<file path="src/rtl/instr_fetch_ctrl.sv">
// Fetch-stage sequencer: owns the PC, registers the instruction-memory word
// into the IF/ID slot, and applies stalls, EX redirects, halt and fault.
module instr_fetch_ctrl #(
  parameter logic [63:0] RESET_PC   = 64'h0,
  parameter int          IMEM_BYTES = 64,
  parameter logic [31:0] NOP_WORD   = 32'h0000_0013
) (
  input  logic        clk,
  input  logic        reset,
  input  logic        stall,
  input  logic        redirect_valid,
  input  logic [63:0] redirect_target,
  output logic [63:0] Inst_Address,
  input  logic [31:0] Instruction,
  output logic [63:0] if_pc,
  output logic [31:0] if_instr,
  output logic        if_valid,
  output logic        halted,
  output logic        fault,
  output logic [31:0] fetch_count
);

  localparam logic [1:0] RUN   = 2'd0;
  localparam logic [1:0] HALT  = 2'd1;
  localparam logic [1:0] FAULT = 2'd2;

  // Highest PC whose full word still lies inside the populated memory.
  localparam logic [63:0] LAST_PC = 64'(IMEM_BYTES - 4);

  logic [1:0]  state;
  logic [63:0] pc;
  logic        tgt_misaligned;

  assign Inst_Address   = pc;
  assign halted         = (state == HALT);
  assign fault          = (state == FAULT);
  assign tgt_misaligned = (redirect_target[1:0] != 2'b00);

  always_ff @(posedge clk) begin
    if (reset) begin
      state       <= RUN;
      pc          <= RESET_PC;
      if_pc       <= 64'h0;
      if_instr    <= NOP_WORD;
      if_valid    <= 1'b0;
      fetch_count <= 32'h0;
    end else begin
      case (state)
        RUN: begin
          if (redirect_valid && tgt_misaligned) begin
            state    <= FAULT;
            if_valid <= 1'b0;
            if_instr <= NOP_WORD;
          end else if (redirect_valid) begin
            // Redirect beats stall: the bubble replaces the wrong-path word.
            pc       <= redirect_target;
            if_valid <= 1'b0;
            if_instr <= NOP_WORD;
          end else if (stall) begin
            pc       <= pc;
          end else if (pc > LAST_PC) begin
            state    <= HALT;
            if_valid <= 1'b0;
            if_instr <= NOP_WORD;
          end else begin
            if_pc       <= pc;
            if_instr    <= Instruction;
            if_valid    <= 1'b1;
            pc          <= pc + 64'd4;
            fetch_count <= fetch_count + 32'd1;
          end
        end
        HALT: begin
          if_valid <= 1'b0;
          if_instr <= NOP_WORD;
          if (redirect_valid && tgt_misaligned) begin
            state <= FAULT;
          end else if (redirect_valid) begin
            state <= RUN;
            pc    <= redirect_target;
          end
        end
        default: begin
          // FAULT is absorbing; only reset leaves it.
          state    <= FAULT;
          if_valid <= 1'b0;
        end
      endcase
    end
  end

endmodule

</file>
<file path="config.mk">
export PLATFORM = sky130hd
export DESIGN_NAME = instr_fetch_ctrl
export DESIGN_NICKNAME = d
export VERILOG_FILES = /design/src/rtl/instr_fetch_ctrl.sv
export SDC_FILE = /design/constraint.sdc
export NUM_CORES = 1
export LEC_CHECK = 0
export BUFFER_PORTS_ARGS = -buffer_cell sky130_fd_sc_hd__buf_2
export CAP_MARGIN = 20
export CORE_MARGIN = 8
export CORE_UTILIZATION = 53
export DETAILED_ROUTE_END_ITERATION = 12
export PLACE_DENSITY = 0.85
export SETUP_SLACK_MARGIN = 0.2
export SYNTH_ARGS = -nofsm -noshare
export SYNTH_HDL_FRONTEND = slang
export SYNTH_SLANG_ARGS = --single-unit
</file>
<file path="constraint.sdc">
create_clock -name clk -period 8.4 [get_ports clk]
set_input_delay 0.42 -clock clk [delete_from_list [all_inputs] [get_ports clk]]
set_output_delay 0.42 -clock clk [all_outputs]
set_load 0.05 [all_outputs]
</file>
==> impl_metrics.toml, run 1 <==
[outcome]
status = "completed"

[placement]
gp_congestion = 0.997
dp_hpwl_um = 19200
post_dp_cell_area_mm2 = 0.00941
port_buffers = 294

[yosys]
syn_area_per_cell_um2 = 8.54
yosysSeqAreaShare = 0.498
netlist_instances = 917
synth_largest_area_cell = "dfxtp_1"
yosys_warnings = 0
netlist.area_leader.share = 0.498
async_reset_ff_frac = 0
synth_area_mm2 = 0.00783
synth_edf_count = 0
synth_top_flop_cell = "dfxtp_1"
syn-num-nets = 1019
synth.area.top_cells = "dfxtp_1, nand2_1, and2_1, nor2_1, nor4_1"
ys_ff_latch = 195
yosys.cell_types.count = 51

[timing]
setup_viol = 0
worstMarginPinSlew_ns = 1.04
rsz0062_at_grt = "false"
min_period_over_period = 0.397
fin_hold_ws_ns = 0.221
fin_crit_ns = 3.34
setup_tns_ns = 0
slew_violations = 0
hold_viol = 0
fin_skew_ns = 0.0120
slew_headroom = 0.300
clock.fmax_mhz = 300

[floorplan]
ios = 295
core_area_mm2 = 0.0145
fp.dieArea_mm2 = 0.0189
die_x_um = 138
die_h_um = 138
initial_core_util = 0.541
rows = 44

[cells_and_area]
antenna_cells = 0
areaGrowthSynthToFinish_pct = 28.2
final_cell_area_mm2 = 0.0100
drive_gt1_frac = 0.295
nets = 1284

[global_routing]
grt_usage = 0.275
grt-busiest-layer = "met2"
antenna_found_initial = 1
grt_pass1_wl_um = 41100
grt_max_degree = 80
gr-usage-met3 = 0.0897
use_met2 = 0.433
grt_pass1_vias = 7712
grt_overflow_total = 0
grt_use_met1 = 0.336

[route]
wirelength_um = 26600
route.detailed.drc = 0
vias_per_cell = 5.92
drtIter0Drc = 862
dr.pass1.iters = 5
vias = 8162
antenna_left = 0
wl_per_cell_um = 19.3

[setup_path]
max_stage_delay_ns = 0.78
crit_start = "Inst_Address[49]$_SDFFE_PP0P_"
cp.required_ns = 8.68
cp_cell_sequence = "or4_4 -> nor4_4 -> or4b_1 -> nor4_1 -> a21o_1 -> a21oi_1"
r2r-start = "Inst_Address[49]$_SDFFE_PP0P_"
crit_fanout = 15
cp-start-kind = "flop"
critical_path_class = "reg2reg"
arrival_ns = 3.61
endpoint_kind = "flop"
slowest_stage = "or4b_1"

[clock_network]
clock_path_buffers = 2
clk_transition_reported_paths_ns = 0.08
cts_resized = 0
cts_buffers = 17
cts_tree = "done"
hold_buffers = 0
cts.sink_count = 195
insertion_delay_ns = 0.43
h-tree-depth = 4
root_buffer = "clkbuf_16"
post_cts_buffers = 0

[pwr]
irDropWorstVdd_v = 0.000154
power_density_mw_per_mm2 = 201
p_leak_nw = 4.35

[min_path]
hold_class = "in2reg"
min-delay-start = "Instruction[0]"

[run]
cap_violations = 0
worst max-delay path, delay by kind of cell (launching register included):
family	cells	cell delay, ns
simple gates	4	2.55
flops	1	0.37
compound gates	2	0.27
layout make-up:
type / count / area (µm²)
clock buffers: 18 / 439
inverters: 12 / 45.0
multi-input cells: 652 / 3680
well taps: 184 / 230
fillers: 1208 / 4440
flip-flops and latches: 195 / 3900
clock inverters: 14 / 190
repair buffers: 304 / 1550
stage by stage:
stage / total power [W] / setup WS (ns) / std cells / util
after global routing: 0.00209 / 4.83 / 1379 / 0.693
after detailed placement: 0.00120 / 5.02 / 1347 / 0.650
after floorplan: 0.00112 / 5.32 / 917 / -
final: 0.00202 / 5.06 / 1379 / 0.693
after global placement: 0.00120 / 5.05 / 1347 / 0.650
after CTS: 0.00203 / 5.05 / 1379 / 0.693
metal layers:
layer  vias up  part of all wire
li1       3801                 -
met1      3852              0.38
met2       431              0.47
met3        76              0.11
met4         2             0.038
met5         -           0.00049
synthesized netlist by cell type, types with 5 or more instances:
cell type  number
inv_1          12
a211oi_1       11
dfxtp_1       195
or4_1           7
nor3_1         17
o31ai_1         8
clkbuf_1       52
xnor2_1        18
nand4_1        25
nor2_1         95
nand2b_1        7
nor4_1         51
a311oi_1        5
o21ai_0        14
buf_1           5
a21oi_1        60
nand2_1       121
and4_1          5
a22oi_1        39
nand3_1        37
and2_1         62
and3_1         11
a221oi_1        7
final timing paths:
| kind | endpoint | slack [ns] | depth (start not counted) |
|---|---|---|---|
| setup / recovery | fetch_count[23]$_SDFFE_PP0P_ | 5.06 | 6 |
| hold reg to reg | if_pc[55]$_SDFFE_PP0P_ | 0.45 | 1 |
| setup reg to reg | fetch_count[23]$_SDFFE_PP0P_ | 5.06 | 6 |
| hold / removal | if_instr[0]$_SDFFE_PP1P_ | 0.22 | 3 |
sequential cells by signal (all words and copies together) (netlist names):
signal and cells:
if_instr 32, if_valid 1, fetch_count 32, Inst_Address 64, state 2, if_pc 64
power by group:
group / switching [W] / internal [W] / total [W] / leakage, nW
clock network: 0.000400 / 0.000439 / 0.000839 / 0.306
registers: 0.0000201 / 0.000938 / 0.000958 / 1.57
logic: 0.000159 / 0.0000665 / 0.000225 / 2.47
total: 0.000579 / 0.00144 / 0.00202 / 4.35
layout by cell type, fill, tap and decap left out, types with 3 or more instances in the layout:
master | Yosys | final
buf_2 | 1 | 293
inv_6 | 0 | 3
and2_1 | 62 | 62
or4_1 | 7 | 7
a22oi_1 | 39 | 39
a221oi_1 | 7 | 7
nand4_1 | 25 | 25
dfxtp_1 | 195 | 195
a211oi_1 | 11 | 11
nand3_1 | 37 | 36
clkinv_8 | 0 | 6
a311oi_1 | 5 | 5
and4_1 | 5 | 5
xnor2_1 | 18 | 18
nor3_1 | 17 | 17
o22ai_1 | 4 | 4
nor2b_1 | 4 | 4
and3_1 | 11 | 11
inv_1 | 12 | 12
o21ai_0 | 14 | 14
o31ai_1 | 8 | 8
clkbuf_16 | 0 | 17
xor2_1 | 4 | 4
or2_2 | 4 | 4
a21oi_1 | 60 | 59
nor4_1 | 51 | 51
nand2_1 | 121 | 121
nand2b_1 | 7 | 7
a21o_1 | 4 | 4
nor2_1 | 95 | 93
buf_4 | 0 | 11
cells by family after synthesis:
group	count (synthesis)	share of synthesized area
buffers and inverters	70	0.0337
XOR/XNOR	22	0.0246
adder cells (fa/ha/maj)	2	0.00319
flip-flops	195	0.498
AND/OR/NAND/NOR	463	0.302
AO/OA/AOI/OAI	165	0.138
(Power assumes the default switching activity.)
==> inputs of run 2 (changes only) <==
--- a/config.mk
+++ b/config.mk
@@ -5,12 +5,13 @@
 export SDC_FILE = /design/constraint.sdc
 export NUM_CORES = 1
 export LEC_CHECK = 0
+export ABC_AREA = 1
 export BUFFER_PORTS_ARGS = -buffer_cell sky130_fd_sc_hd__buf_2
 export CAP_MARGIN = 20
 export CORE_MARGIN = 8
-export CORE_UTILIZATION = 53
+export CORE_UTILIZATION = 52
 export DETAILED_ROUTE_END_ITERATION = 12
-export PLACE_DENSITY = 0.85
+export PLACE_DENSITY = 0.8
 export SETUP_SLACK_MARGIN = 0.2
 export SYNTH_ARGS = -nofsm -noshare
 export SYNTH_HDL_FRONTEND = slang
==> constraint.sdc (replaced) <==
create_clock -name clk -period 3.3 [get_ports clk]
set_input_delay 0.165 -clock clk [delete_from_list [all_inputs] [get_ports clk]]
set_output_delay 0.165 -clock clk [all_outputs]
set_load 0.05 [all_outputs]
==> run 2 against run 1 <==
Net effect: register-to-register slack worse by 4.4 ns; combinational power rose to 4.0 times the previous value; area after synthesis is 28% higher; non-clock buffer count rose by 46; setup slack worse by 4.4 ns.
==> impl_metrics.toml, run 2 <==
[global_routing]
gr-usage-met3 = 0.0811
grt-busiest-layer = "met2"
antenna_found_initial = 4
use_met2 = 0.475
grt_use_met1 = 0.358
grt_max_degree = 100
grt_usage = 0.291
grt_pass1_vias = 10700
grt_pass1_wl_um = 56300
grt_overflow_total = 0

[cells_and_area]
multiInputGateArea_mm2 = 0.00539
fill_cells = 1726
final_cell_mix = "nand2_1, nor2_1, buf_2, dfxtp_1, inv_1"
areaGrowthSynthToFinish_pct = 26.2
finish.utilization = 0.672
nets = 2016
final_common_cell = "nand2_1"
regArea_mm2 = 0.00390
drive_gt1_frac = 0.188

[setup_path]
crit_fanout = 38
arrival_ns = 2.89
critical_path_class = "reg2reg"
endpoint_kind = "flop"
worstRegToRegCells = 13
cp-start-kind = "flop"
cp.required_ns = 3.59

[floorplan]
rows = 50
ios = 295
die_h_um = 155
initial_core_util = 0.532
fp.dieArea_mm2 = 0.0240
die_x_um = 155
core_area_mm2 = 0.0188

[yosys]
synth_top_flop_cell = "dfxtp_1"
yosys.cell_types.count = 36
ys_ff_latch = 195
yosysSeqAreaShare = 0.390
netlist_instances = 1612
syn-num-nets = 1714
yosys_warnings = 0
synth.most_common_cell = "nand2_1"
syn_area_per_cell_um2 = 6.21
async_reset_ff_frac = 0
synth.area.top_cells = "dfxtp_1, nand2_1, nor2_1, a21oi_1, inv_1"
synth_largest_area_cell = "dfxtp_1"
netlist.area_leader.share = 0.390
ys_top_cells_by_count = "nand2_1, nor2_1, dfxtp_1, inv_1, a21oi_1"
synth_area_mm2 = 0.0100
synth_edf_count = 0

[route]
route.detailed.drc = 0
dr.pass1.iters = 6
wl_per_cell_um = 16.5
vias = 11500
antenna_left = 0
vias_per_cell = 5.26
drtIter0Drc = 1005
wirelength_um = 36200

[timing]
worstMarginPinSlew_ns = 0.983
rsz0062_at_grt = "false"
setup_viol = 0
setup_tns_ns = 0
slew_headroom = 0.345
hold_viol = 0
min_period_over_period = 0.791
clock.fmax_mhz = 383
fin_skew_ns = 0.0151
fin_crit_ns = 2.61
slew_violations = 0

[placement]
port_buffers = 294
dp_hpwl_um = 26800
gp_congestion = 1.00

[pwr]
p_leak_nw = 5.70
power_density_mw_per_mm2 = 432
irDropWorstVdd_v = 0.000374

[clock_network]
clock_path_buffers = 2
post_cts_buffers = 0
clk_transition_reported_paths_ns = 0.08
cts_buffers = 17
cts_resized = 0
root_buffer = "clkbuf_16"
cts_tree = "done"
h-tree-depth = 4
insertion_delay_ns = 0.45
cts.sink_count = 195

[run]
cap_violations = 0

[min_path]
holdPathStages = 3
hold_class = "in2reg"

[outcome]
status = "completed"
[run 2: stage by stage]
stage	hold WS, ns	setup slack (ns)	cells	instance area [µm²]	total power, W
floorplan	0.301	0.993	1612	10000	0.00314
global placement	0.381	0.927	2112	11600	0.00340
detailed placement	0.396	0.791	2112	11600	0.00341
CTS	0.00732	0.776	2187	12600	0.00547
global route	0.0424	0.487	2189	12600	0.00565
finish	0.0200	0.691	2190	12600	0.00546
[run 2: cell families (layout without fill, tap and decap cells)]
group	after synthesis	after routing	share of synthesized area
AOI/OAI and AO/OA	170	170	0.0877
xor gates and xnor gates	36	36	0.0315
adders and majority gates	2	2	0.00250
buffers and inverters	179	494	0.0733
DFF	195	195	0.390
muxes	1	1	0.000999
other	0	3	0
and+or+nand+nor	1029	1029	0.414
[run 2: path summary, 6_finish.rpt]
| check | from | endpoint | slack (ns) |
|---|---|---|---|
| min | stall | if_valid$_SDFFE_PP0N_ | 0.02 |
| max | Inst_Address[3]$_SDFFE_PP0P_ | Inst_Address[29]$_SDFFE_PP0P_ | 0.69 |
| min reg2reg | if_pc[44]$_SDFFE_PP0P_ | if_pc[44]$_SDFFE_PP0P_ | 0.44 |
| max reg2reg | Inst_Address[3]$_SDFFE_PP0P_ | Inst_Address[29]$_SDFFE_PP0P_ | 0.69 |
[run 2: timing repair]
action / 4_1_cts / 5_1_grt
endpoints found under the setup margin: 0 / 0
hold buffers: 43 / 0
endpoints found under the hold margin: 45 / 0
[run 2: per-layer routing]
layer,vias to the layer above,wire [µm]
li1,5652,-
met1,5172,14900
met2,605,16700
met3,90,3610
met4,4,1050
met5,-,23
[run 2: worst max-delay path: stages, from the launching register on]
cell     delay [ns]
dfxtp_1        0.43
ha_1           0.27
nand3_1        0.12
inv_1          0.16
nand2_1        0.08
nand3_1        0.10
nor2_2         0.05
nand2_2        0.21
nand2_4        0.12
nand2_2        0.45
buf_12         0.26
nor2_1         0.07
nand2_1        0.05
a21oi_1        0.06
[run 2: area by class of cell]
type	count	share of cell area
multi-input combinational	1238	0.426
sequential	195	0.309
timing repair buffer	350	0.160
clock buffer	17	0.0336
inverter	112	0.0332
tap	260	0.0257
clock inverter	15	0.0116
antenna	3	0.000594
[run 2: report_power, final]
group | total, W | switching [W] | internal, W
logic | 0.000889 | 0.000618 | 0.000271
clock network | 0.00204 | 0.00104 | 0.00100
registers | 0.00253 | 0.000114 | 0.00242
